File: config.mk
export PLATFORM = sky130hd
export DESIGN_NAME = dense_layer_engine_flat
export DESIGN_NICKNAME = d
export VERILOG_FILES = /design/src/rtl/dense_layer_engine_pkg.sv /design/src/rtl/dense_layer_engine_if.sv /design/src/rtl/dense_layer_engine_mac.sv /design/src/rtl/dense_layer_engine.sv /design/src/flat_wrapper.sv
export SDC_FILE = /design/constraint.sdc
export NUM_CORES = 1
export LEC_CHECK = 0
export CORE_ASPECT_RATIO = 1.1
export CORE_MARGIN = 10
export CORE_UTILIZATION = 31
export DETAILED_ROUTE_END_ITERATION = 10
export GPL_ROUTABILITY_DRIVEN = 0
export GPL_TIMING_DRIVEN = 0
export PLACE_DENSITY = 0.48
export SLEW_MARGIN = 20
export SYNTH_ARGS = -nofsm -noshare
export SYNTH_HDL_FRONTEND = slang
export SYNTH_HIERARCHICAL = 1
export SYNTH_SLANG_ARGS = --single-unit
File: constraint.sdc
create_clock -name clk -period 11.8 [get_ports clk]
set_clock_uncertainty 0.2 [all_clocks]
set_input_delay 2.36 -clock clk [delete_from_list [all_inputs] [get_ports clk]]
set_output_delay 2.36 -clock clk [all_outputs]
set_load 0.005 [all_outputs]
File: src/rtl/dense_layer_engine_pkg.sv
// Shared types and address-map helpers for the dense layer engine and its MAC datapath.
package dense_layer_pkg;

    typedef enum logic [2:0] {
        ST_IDLE,
        ST_BIAS_RD,
        ST_MAC,
        ST_DRAIN,
        ST_SAT,
        ST_WRITE,
        ST_DONE
    } state_t;

    // Wide enough for N_IN full-scale products, so the accumulator never overflows.
    function automatic int acc_width(input int width, input int n_in);
        return 2 * width + $clog2(n_in);
    endfunction

    function automatic int cnt_width(input int n);
        return (n > 1) ? $clog2(n) : 1;
    endfunction

    function automatic int x_addr(input int r, input int i, input int n_in);
        return r * n_in + i;
    endfunction

    // Biases occupy the first N_NEURON weight-RAM words; weights follow.
    function automatic int bias_addr(input int n);
        return n;
    endfunction

    function automatic int w_addr(input int i, input int n, input int n_neuron);
        return (i + 1) * n_neuron + n;
    endfunction

    function automatic int res_addr(input int r, input int n, input int n_neuron);
        return r * n_neuron + n;
    endfunction

endpackage

File: src/rtl/dense_layer_engine_if.sv
// Control strobes and RAM-side ports of the dense layer engine; master is the engine side.
interface dense_layer_engine_if #(
    parameter int WIDTH   = 8,
    parameter int X_AW    = 9,
    parameter int W_AW    = 4,
    parameter int SIGM_AW = 8,
    parameter int RES_AW  = 7
);
    logic               Start;
    logic               act_bypass;
    logic               Busy;
    logic               Done;

    logic               X_read_en;
    logic [X_AW-1:0]    X_read_address;
    logic [WIDTH-1:0]   X_read_data_out;

    logic               W_read_en;
    logic [W_AW-1:0]    W_read_address;
    logic [WIDTH-1:0]   W_read_data_out;

    logic               sigm_read_en;
    logic [SIGM_AW-1:0] sigm_read_address;
    logic [WIDTH-1:0]   sigm_read_data_out;

    logic               hRES_write_en;
    logic [RES_AW-1:0]  hRES_write_address;
    logic [WIDTH-1:0]   hRES_write_data_in;

    modport master (
        input  Start, act_bypass,
        input  X_read_data_out, W_read_data_out, sigm_read_data_out,
        output Busy, Done,
        output X_read_en, X_read_address,
        output W_read_en, W_read_address,
        output sigm_read_en, sigm_read_address,
        output hRES_write_en, hRES_write_address, hRES_write_data_in
    );

    modport slave (
        output Start, act_bypass,
        output X_read_data_out, W_read_data_out, sigm_read_data_out,
        input  Busy, Done,
        input  X_read_en, X_read_address,
        input  W_read_en, W_read_address,
        input  sigm_read_en, sigm_read_address,
        input  hRES_write_en, hRES_write_address, hRES_write_data_in
    );

endinterface

File: src/rtl/dense_layer_engine_mac.sv
// Unsigned multiply-accumulate; acc_sum is the running total including the current product.
module mac_unit
    import dense_layer_pkg::*;
#(
    parameter int WIDTH = 8,
    parameter int N_IN  = 7,
    parameter int ACC_W = acc_width(WIDTH, N_IN)
) (
    input  logic             clk,
    input  logic             reset,
    input  logic             clr,
    input  logic             en,
    input  logic [WIDTH-1:0] a,
    input  logic [WIDTH-1:0] b,
    output logic [ACC_W-1:0] acc_sum
);

    logic [ACC_W-1:0]   acc;
    logic [2*WIDTH-1:0] prod;

    always_comb begin
        prod    = {{WIDTH{1'b0}}, a} * {{WIDTH{1'b0}}, b};
        acc_sum = acc + ACC_W'(prod);
    end

    // NOTE: sequential state uses non-blocking assignments so every register samples pre-edge values.
    always_ff @(posedge clk) begin
        if (reset || clr) begin
            acc <= '0;
        end else if (en) begin
            acc <= acc_sum;
        end
    end

endmodule

File: src/rtl/dense_layer_engine.sv
// Fully-connected layer sequencer: per (row, neuron) reads bias and weights, accumulates, clamps, activates, writes.
module dense_layer_engine
    import dense_layer_pkg::*;
#(
    parameter int WIDTH     = 8,
    parameter int N_IN      = 7,
    parameter int N_NEURON  = 2,
    parameter int N_ROWS    = 64,
    parameter int ACC_SHIFT = 8,
    parameter int X_AW      = 9,
    parameter int W_AW      = 4,
    parameter int SIGM_AW   = 8,
    parameter int RES_AW    = 7
) (
    input  logic                 clk,
    input  logic                 reset,
    dense_layer_engine_if.master bus
);

    localparam int ACC_W = acc_width(WIDTH, N_IN);
    localparam int SUM_W = ACC_W + 1;
    localparam int R_W   = cnt_width(N_ROWS);
    localparam int N_W   = cnt_width(N_NEURON);
    localparam int K_W   = cnt_width(N_IN);

    localparam logic [SUM_W-1:0] SIGM_MAX = SUM_W'({SIGM_AW{1'b1}});
    localparam logic [SUM_W-1:0] DATA_MAX = SUM_W'({WIDTH{1'b1}});

    state_t             state;
    logic [R_W-1:0]     r;
    logic [N_W-1:0]     n;
    logic [K_W-1:0]     k;
    logic               bypass_q;
    logic [WIDTH-1:0]   bias_q;
    logic [WIDTH-1:0]   byp_data_q;

    logic               busy_q;
    logic               done_q;
    logic               x_en_q;
    logic               w_en_q;
    logic               sigm_en_q;
    logic               wr_en_q;
    logic [X_AW-1:0]    x_addr_q;
    logic [W_AW-1:0]    w_addr_q;
    logic [SIGM_AW-1:0] sigm_addr_q;
    logic [RES_AW-1:0]  wr_addr_q;

    logic               mac_clr;
    logic               mac_en;
    logic [ACC_W-1:0]   acc_sum;
    logic [SUM_W-1:0]   sum;
    logic [SIGM_AW-1:0] sigm_idx;
    logic [WIDTH-1:0]   byp_idx;

    always_comb begin
        mac_clr = (state == ST_BIAS_RD);
        mac_en  = ((state == ST_MAC) && (k != '0)) || (state == ST_DRAIN);
    end

    mac_unit #(
        .WIDTH (WIDTH),
        .N_IN  (N_IN),
        .ACC_W (ACC_W)
    ) u_mac (
        .clk     (clk),
        .reset   (reset),
        .clr     (mac_clr),
        .en      (mac_en),
        .a       (bus.X_read_data_out),
        .b       (bus.W_read_data_out),
        .acc_sum (acc_sum)
    );

    // The clamp is evaluated from the final sum while draining so the LUT address is registered on entry to SAT.
    always_comb begin
        sum      = SUM_W'(acc_sum >> ACC_SHIFT) + SUM_W'(bias_q);
        sigm_idx = (sum > SIGM_MAX) ? SIGM_AW'(SIGM_MAX) : SIGM_AW'(sum);
        byp_idx  = (sum > DATA_MAX) ? WIDTH'(DATA_MAX) : WIDTH'(sum);
    end

    always_ff @(posedge clk) begin
        if (reset) begin
            state       <= ST_IDLE;
            r           <= '0;
            n           <= '0;
            k           <= '0;
            bypass_q    <= 1'b0;
            bias_q      <= '0;
            byp_data_q  <= '0;
            busy_q      <= 1'b0;
            done_q      <= 1'b0;
            x_en_q      <= 1'b0;
            w_en_q      <= 1'b0;
            sigm_en_q   <= 1'b0;
            wr_en_q     <= 1'b0;
            x_addr_q    <= '0;
            w_addr_q    <= '0;
            sigm_addr_q <= '0;
            wr_addr_q   <= '0;
        end else begin
            x_en_q    <= 1'b0;
            w_en_q    <= 1'b0;
            sigm_en_q <= 1'b0;
            wr_en_q   <= 1'b0;
            done_q    <= 1'b0;

            case (state)
                ST_IDLE: begin
                    if (bus.Start) begin
                        r        <= '0;
                        n        <= '0;
                        bypass_q <= bus.act_bypass;
                        busy_q   <= 1'b1;
                        w_en_q   <= 1'b1;
                        w_addr_q <= W_AW'(bias_addr(0));
                        state    <= ST_BIAS_RD;
                    end
                end

                ST_BIAS_RD: begin
                    k        <= '0;
                    x_en_q   <= 1'b1;
                    w_en_q   <= 1'b1;
                    x_addr_q <= X_AW'(x_addr(int'(r), 0, N_IN));
                    w_addr_q <= W_AW'(w_addr(0, int'(n), N_NEURON));
                    state    <= ST_MAC;
                end

                ST_MAC: begin
                    if (k == '0) begin
                        bias_q <= bus.W_read_data_out;
                    end
                    if (k == K_W'(N_IN - 1)) begin
                        state <= ST_DRAIN;
                    end else begin
                        k        <= k + 1'b1;
                        x_en_q   <= 1'b1;
                        w_en_q   <= 1'b1;
                        x_addr_q <= X_AW'(x_addr(int'(r), int'(k) + 1, N_IN));
                        w_addr_q <= W_AW'(w_addr(int'(k) + 1, int'(n), N_NEURON));
                    end
                end

                ST_DRAIN: begin
                    sigm_en_q   <= 1'b1;
                    sigm_addr_q <= sigm_idx;
                    byp_data_q  <= byp_idx;
                    state       <= ST_SAT;
                end

                ST_SAT: begin
                    wr_en_q   <= 1'b1;
                    wr_addr_q <= RES_AW'(res_addr(int'(r), int'(n), N_NEURON));
                    state     <= ST_WRITE;
                end

                ST_WRITE: begin
                    if (n != N_W'(N_NEURON - 1)) begin
                        n        <= n + 1'b1;
                        w_en_q   <= 1'b1;
                        w_addr_q <= W_AW'(bias_addr(int'(n) + 1));
                        state    <= ST_BIAS_RD;
                    end else begin
                        n <= '0;
                        if (r != R_W'(N_ROWS - 1)) begin
                            r        <= r + 1'b1;
                            w_en_q   <= 1'b1;
                            w_addr_q <= W_AW'(bias_addr(0));
                            state    <= ST_BIAS_RD;
                        end else begin
                            busy_q <= 1'b0;
                            done_q <= 1'b1;
                            state  <= ST_DONE;
                        end
                    end
                end

                ST_DONE: begin
                    state <= ST_IDLE;
                end

                default: begin
                    state <= ST_IDLE;
                end
            endcase
        end
    end

    assign bus.Busy               = busy_q;
    assign bus.Done               = done_q;
    assign bus.X_read_en          = x_en_q;
    assign bus.X_read_address     = x_addr_q;
    assign bus.W_read_en          = w_en_q;
    assign bus.W_read_address     = w_addr_q;
    assign bus.sigm_read_en       = sigm_en_q;
    assign bus.sigm_read_address  = sigm_addr_q;
    assign bus.hRES_write_en      = wr_en_q;
    assign bus.hRES_write_address = wr_addr_q;

    // NOTE: LUT data arrives in the WRITE cycle itself, so write data is a gated mux rather than a register;
    // gating on the write enable keeps the port at zero whenever no write is in flight.
    assign bus.hRES_write_data_in = !wr_en_q ? '0 : (bypass_q ? byp_data_q : bus.sigm_read_data_out);

endmodule

File: src/flat_wrapper.sv
// flat-port wrapper written by rule: the top's interface ports become plain ports
module dense_layer_engine_flat import dense_layer_pkg::*;
#(
    parameter int WIDTH     = 8,
    parameter int N_IN      = 7,
    parameter int N_NEURON  = 2,
    parameter int N_ROWS    = 64,
    parameter int ACC_SHIFT = 8,
    parameter int X_AW      = 9,
    parameter int W_AW      = 4,
    parameter int SIGM_AW   = 8,
    parameter int RES_AW    = 7
)
  (clk, reset, bus_Start, bus_act_bypass, bus_X_read_data_out, bus_W_read_data_out, bus_sigm_read_data_out, bus_Busy, bus_Done, bus_X_read_en, bus_X_read_address, bus_W_read_en, bus_W_read_address, bus_sigm_read_en, bus_sigm_read_address, bus_hRES_write_en, bus_hRES_write_address, bus_hRES_write_data_in);
  dense_layer_engine_if #(.WIDTH(WIDTH), .X_AW(X_AW), .W_AW(W_AW), .SIGM_AW(SIGM_AW), .RES_AW(RES_AW)) bus_i ();
  input  logic clk;
  input  logic reset;
  input wire logic [$bits(bus_i.Start)-1:0] bus_Start;
  input wire logic [$bits(bus_i.act_bypass)-1:0] bus_act_bypass;
  input wire logic [$bits(bus_i.X_read_data_out)-1:0] bus_X_read_data_out;
  input wire logic [$bits(bus_i.W_read_data_out)-1:0] bus_W_read_data_out;
  input wire logic [$bits(bus_i.sigm_read_data_out)-1:0] bus_sigm_read_data_out;
  output wire logic [$bits(bus_i.Busy)-1:0] bus_Busy;
  output wire logic [$bits(bus_i.Done)-1:0] bus_Done;
  output wire logic [$bits(bus_i.X_read_en)-1:0] bus_X_read_en;
  output wire logic [$bits(bus_i.X_read_address)-1:0] bus_X_read_address;
  output wire logic [$bits(bus_i.W_read_en)-1:0] bus_W_read_en;
  output wire logic [$bits(bus_i.W_read_address)-1:0] bus_W_read_address;
  output wire logic [$bits(bus_i.sigm_read_en)-1:0] bus_sigm_read_en;
  output wire logic [$bits(bus_i.sigm_read_address)-1:0] bus_sigm_read_address;
  output wire logic [$bits(bus_i.hRES_write_en)-1:0] bus_hRES_write_en;
  output wire logic [$bits(bus_i.hRES_write_address)-1:0] bus_hRES_write_address;
  output wire logic [$bits(bus_i.hRES_write_data_in)-1:0] bus_hRES_write_data_in;
  assign bus_i.Start = bus_Start;
  assign bus_i.act_bypass = bus_act_bypass;
  assign bus_i.X_read_data_out = bus_X_read_data_out;
  assign bus_i.W_read_data_out = bus_W_read_data_out;
  assign bus_i.sigm_read_data_out = bus_sigm_read_data_out;
  assign bus_Busy = bus_i.Busy;
  assign bus_Done = bus_i.Done;
  assign bus_X_read_en = bus_i.X_read_en;
  assign bus_X_read_address = bus_i.X_read_address;
  assign bus_W_read_en = bus_i.W_read_en;
  assign bus_W_read_address = bus_i.W_read_address;
  assign bus_sigm_read_en = bus_i.sigm_read_en;
  assign bus_sigm_read_address = bus_i.sigm_read_address;
  assign bus_hRES_write_en = bus_i.hRES_write_en;
  assign bus_hRES_write_address = bus_i.hRES_write_address;
  assign bus_hRES_write_data_in = bus_i.hRES_write_data_in;
  dense_layer_engine #(.WIDTH(WIDTH), .N_IN(N_IN), .N_NEURON(N_NEURON), .N_ROWS(N_ROWS), .ACC_SHIFT(ACC_SHIFT), .X_AW(X_AW), .W_AW(W_AW), .SIGM_AW(SIGM_AW), .RES_AW(RES_AW)) u_core (.clk(clk), .reset(reset), .bus(bus_i));
endmodule
==> flow_metrics.tcl <==
set metrics [dict create \
    vias 5543 \
    internal-power_w 0.000773 \
    cts_sinks 75 \
    fin_setup_tns_ns 0 \
    grt_max_degree 17 \
    final_layout_size_suffix_gt1_share_pct 5.06 \
    cts_buffer_depth 2 \
    dr.first_iter.drc_count 236 \
    syn-mean-instance-area_um2 8.63 \
    htree_levels 3 \
    power.density_nw_per_um2 166 \
    rows 57 \
    maxCapViolations 0 \
    port_buffers 69 \
    rsz0062_at_grt "false" \
    crit_path_end_kind "flop" \
    slew-limit-headroom_pct 48.1 \
    drcViolationCount 0 \
    required_ns 11.81 \
    wl_per_cell_um 14.8 \
    fp.dieW_um 163 \
    slowest_delay_ns 0.61 \
    tightest_slew_ns 0.776 \
    cp_common_cell "fa_1" \
    p_leak_nw 3.68 \
    cts_hold_buf 0 \
    cts_buffers 9 \
    crit_arrival_ns 8.93 \
    antenna_found_initial 0 \
    layoutNonFillerInstCount 1184 \
    insertion_delay_ns 0.35 \
    synth_nets 959 \
    p_sw_w 0.000601 \
    hold_viol 0 \
    outcome "complete, no violations" \
    p_sw_share_pct 43.8 \
    fin_crit_sh_pct 75.6 \
    period_minus_slack_ns 8.92 \
    root_buffer "clkbuf_16" \
    track_usage_pct 12.5 \
    multi_input_area_um2 4860 \
    io_pins 70 \
    dpl.hpwl_um 14300 \
    hold_path.class "flop to flop" \
    die-area_um2 28800 \
    clk_pin_slew_ns 0.07 \
    first_global_vias 5575 \
    cp_cell_sequence "clkdlybuf4s50_1, clkbuf_1, nand2_1, fa_1, inv_1, fa_1, fa_1, inv_1, fa_1, inv_1, ha_1, a21o_1, a31oi_1, a21oi_1, or2_2, a31oi_1, xnor2_1, ha_1, o21a_1, o31a_1, o31a_1, o41ai_1, a31o_2, a211oi_1" \
    area_growth_pct 19.5 \
    cts_resized 0 \
    syn_area_um2 6940 \
    ir_drop_v 0.0000773 \
    ys_warn_count 6 \
    start_util_pct 31.5 \
    cts_tree "yes" \
    drt-pass1-iter-count 4 \
    fill_cells 2255 \
    cts_setup_buffers 0 \
    fin_util_pct 37.6 \
    path_max_fanout 8 \
    final_nets 1039 \
    finalMaxSlewViolations 0 \
    ant_nets 0 \
    num_antenna_cells 0 \
    crit_type "primary input to flop" \
    grt_pass1_wl_um 29200 \
    max_freq_mhz 112 \
    die_h_um 177 \
    setup_viol 0 \
    grt_overflow 0 \
    hold_ws_ns 0.252 \
    coreArea_um2 22000 \
    start_kind "primary input" \
    p_clk_share_pct 20.0 \
    syn-instance-count 804 \
    comb_power_share_pct 57.8 \
    pwr-share-seq_pct 22.2 \
    totalWireLength_um 17600 \
    ff_latch_area_um2 1500 \
    via_per_inst 4.68 \
    cp_slowest_cell "clkdlybuf4s50_1" \
    place_inst 1168 \
]
-- placed cells by master, fill, tap and decap left out, drive strengths merged, types with 3 or more instances in the layout --
cell / count
a21oi: 29
fa: 58
clkdlybuf4s50: 69
xor2: 14
and3: 5
nand3b: 5
nand2b: 3
inv: 126
mux2i: 38
o21ba: 3
o211ai: 5
clkbuf: 28
o21ai: 20
a21o: 10
a31oi: 6
nand2: 68
a211oi: 20
ha: 69
o21a: 6
buf: 8
or2: 6
nor2b: 20
a221oi: 3
and2: 30
or3: 7
nand3: 13
nor3: 12
xnor2: 16
nor3b: 4
dfxtp: 75
nor2: 76
-- metal layers --
| metal | GRT usage, % | vias up | part of all wire, % |
|---|---|---|---|
| li1 | - | 2813 | - |
| met1 | 16.8 | 2632 | 49 |
| met2 | 20.3 | 88 | 46 |
| met3 | 2.37 | 10 | 4.3 |
| met4 | 3.12 | 0 | 0.98 |
| met5 | 0 | - | 0 |
-- power groups by stage --
| stage | combinational (W) | clock [W] | sequential, W |
|---|---|---|---|
| 2_1_floorplan | 0.000584 | 0 | 0.000308 |
| 3_3_place_gp | 0.000802 | 0 | 0.000311 |
| 3_5_place_dp | 0.000802 | 0 | 0.000311 |
| 4_1_cts | 0.000808 | 0.000284 | 0.000306 |
| 5_1_grt | 0.000910 | 0.000293 | 0.000309 |
| 6_report | 0.000795 | 0.000275 | 0.000305 |
-- state kept, by name (all words and copies together), names as in the netlist, 3 cells and up --
name	flops
u_core/state	3
u_core/bias_q	8
u_core/r	6
u_core/bus.hRES_write_address	7
u_core/bus.sigm_read_address	8
u_core/bus.W_read_address	4
u_core/u_mac/acc	19
u_core/k	3
u_core/bus.X_read_address	9
-- critical path, delay by kind of cell --
kind,cells,cell delay [ns]
buffers and inverters,5,1.13
AOI/OAI and AO/OA,10,2.15
xor gates and xnor gates,1,0.17
adders and majority gates,6,2.66
and+or+nand+nor,2,0.46
-- final timing paths --
kind / slack [ns] / from / cells after the start / endpoint
worst min register to register: 0.25 / u_core/bus.X_read_address[6] / 2 / u_core/bus.X_read_address[6]
worst max register to register: 5.53 / u_core/u_mac/acc[7] / 22 / u_core/bus.sigm_read_address[0]
worst max-delay path: 2.88 / bus_W_read_data_out[0] / 24 / u_core/bus.sigm_read_address[0]
worst min-delay path: 0.25 / u_core/bus.X_read_address[6] / 2 / u_core/bus.X_read_address[6]
-- through the flow --
| step | total power, W | area (um^2) | worst slack (ns) |
|---|---|---|---|
| after floorplan | 0.000892 | 6940 | 3.87 |
| after global placement | 0.00111 | 8000 | 2.49 |
| after detailed placement | 0.00111 | 8010 | 2.58 |
| after CTS | 0.00140 | 8300 | 2.90 |
| after global routing | 0.00151 | 8300 | 2.54 |
| final | 0.00137 | 8300 | 2.88 |
-- cell type report --
class	instances	share of cell area (%)
Buffer	27	1.55
Clock buffer	9	2.71
Clock inverter	7	0.784
Inverter	121	5.47
Multi-Input combinational cell	581	58.6
Sequential cell	75	18.1
Tap cell	295	4.45
Timing Repair Buffer	69	8.32
(Power assumes the default switching activity.)
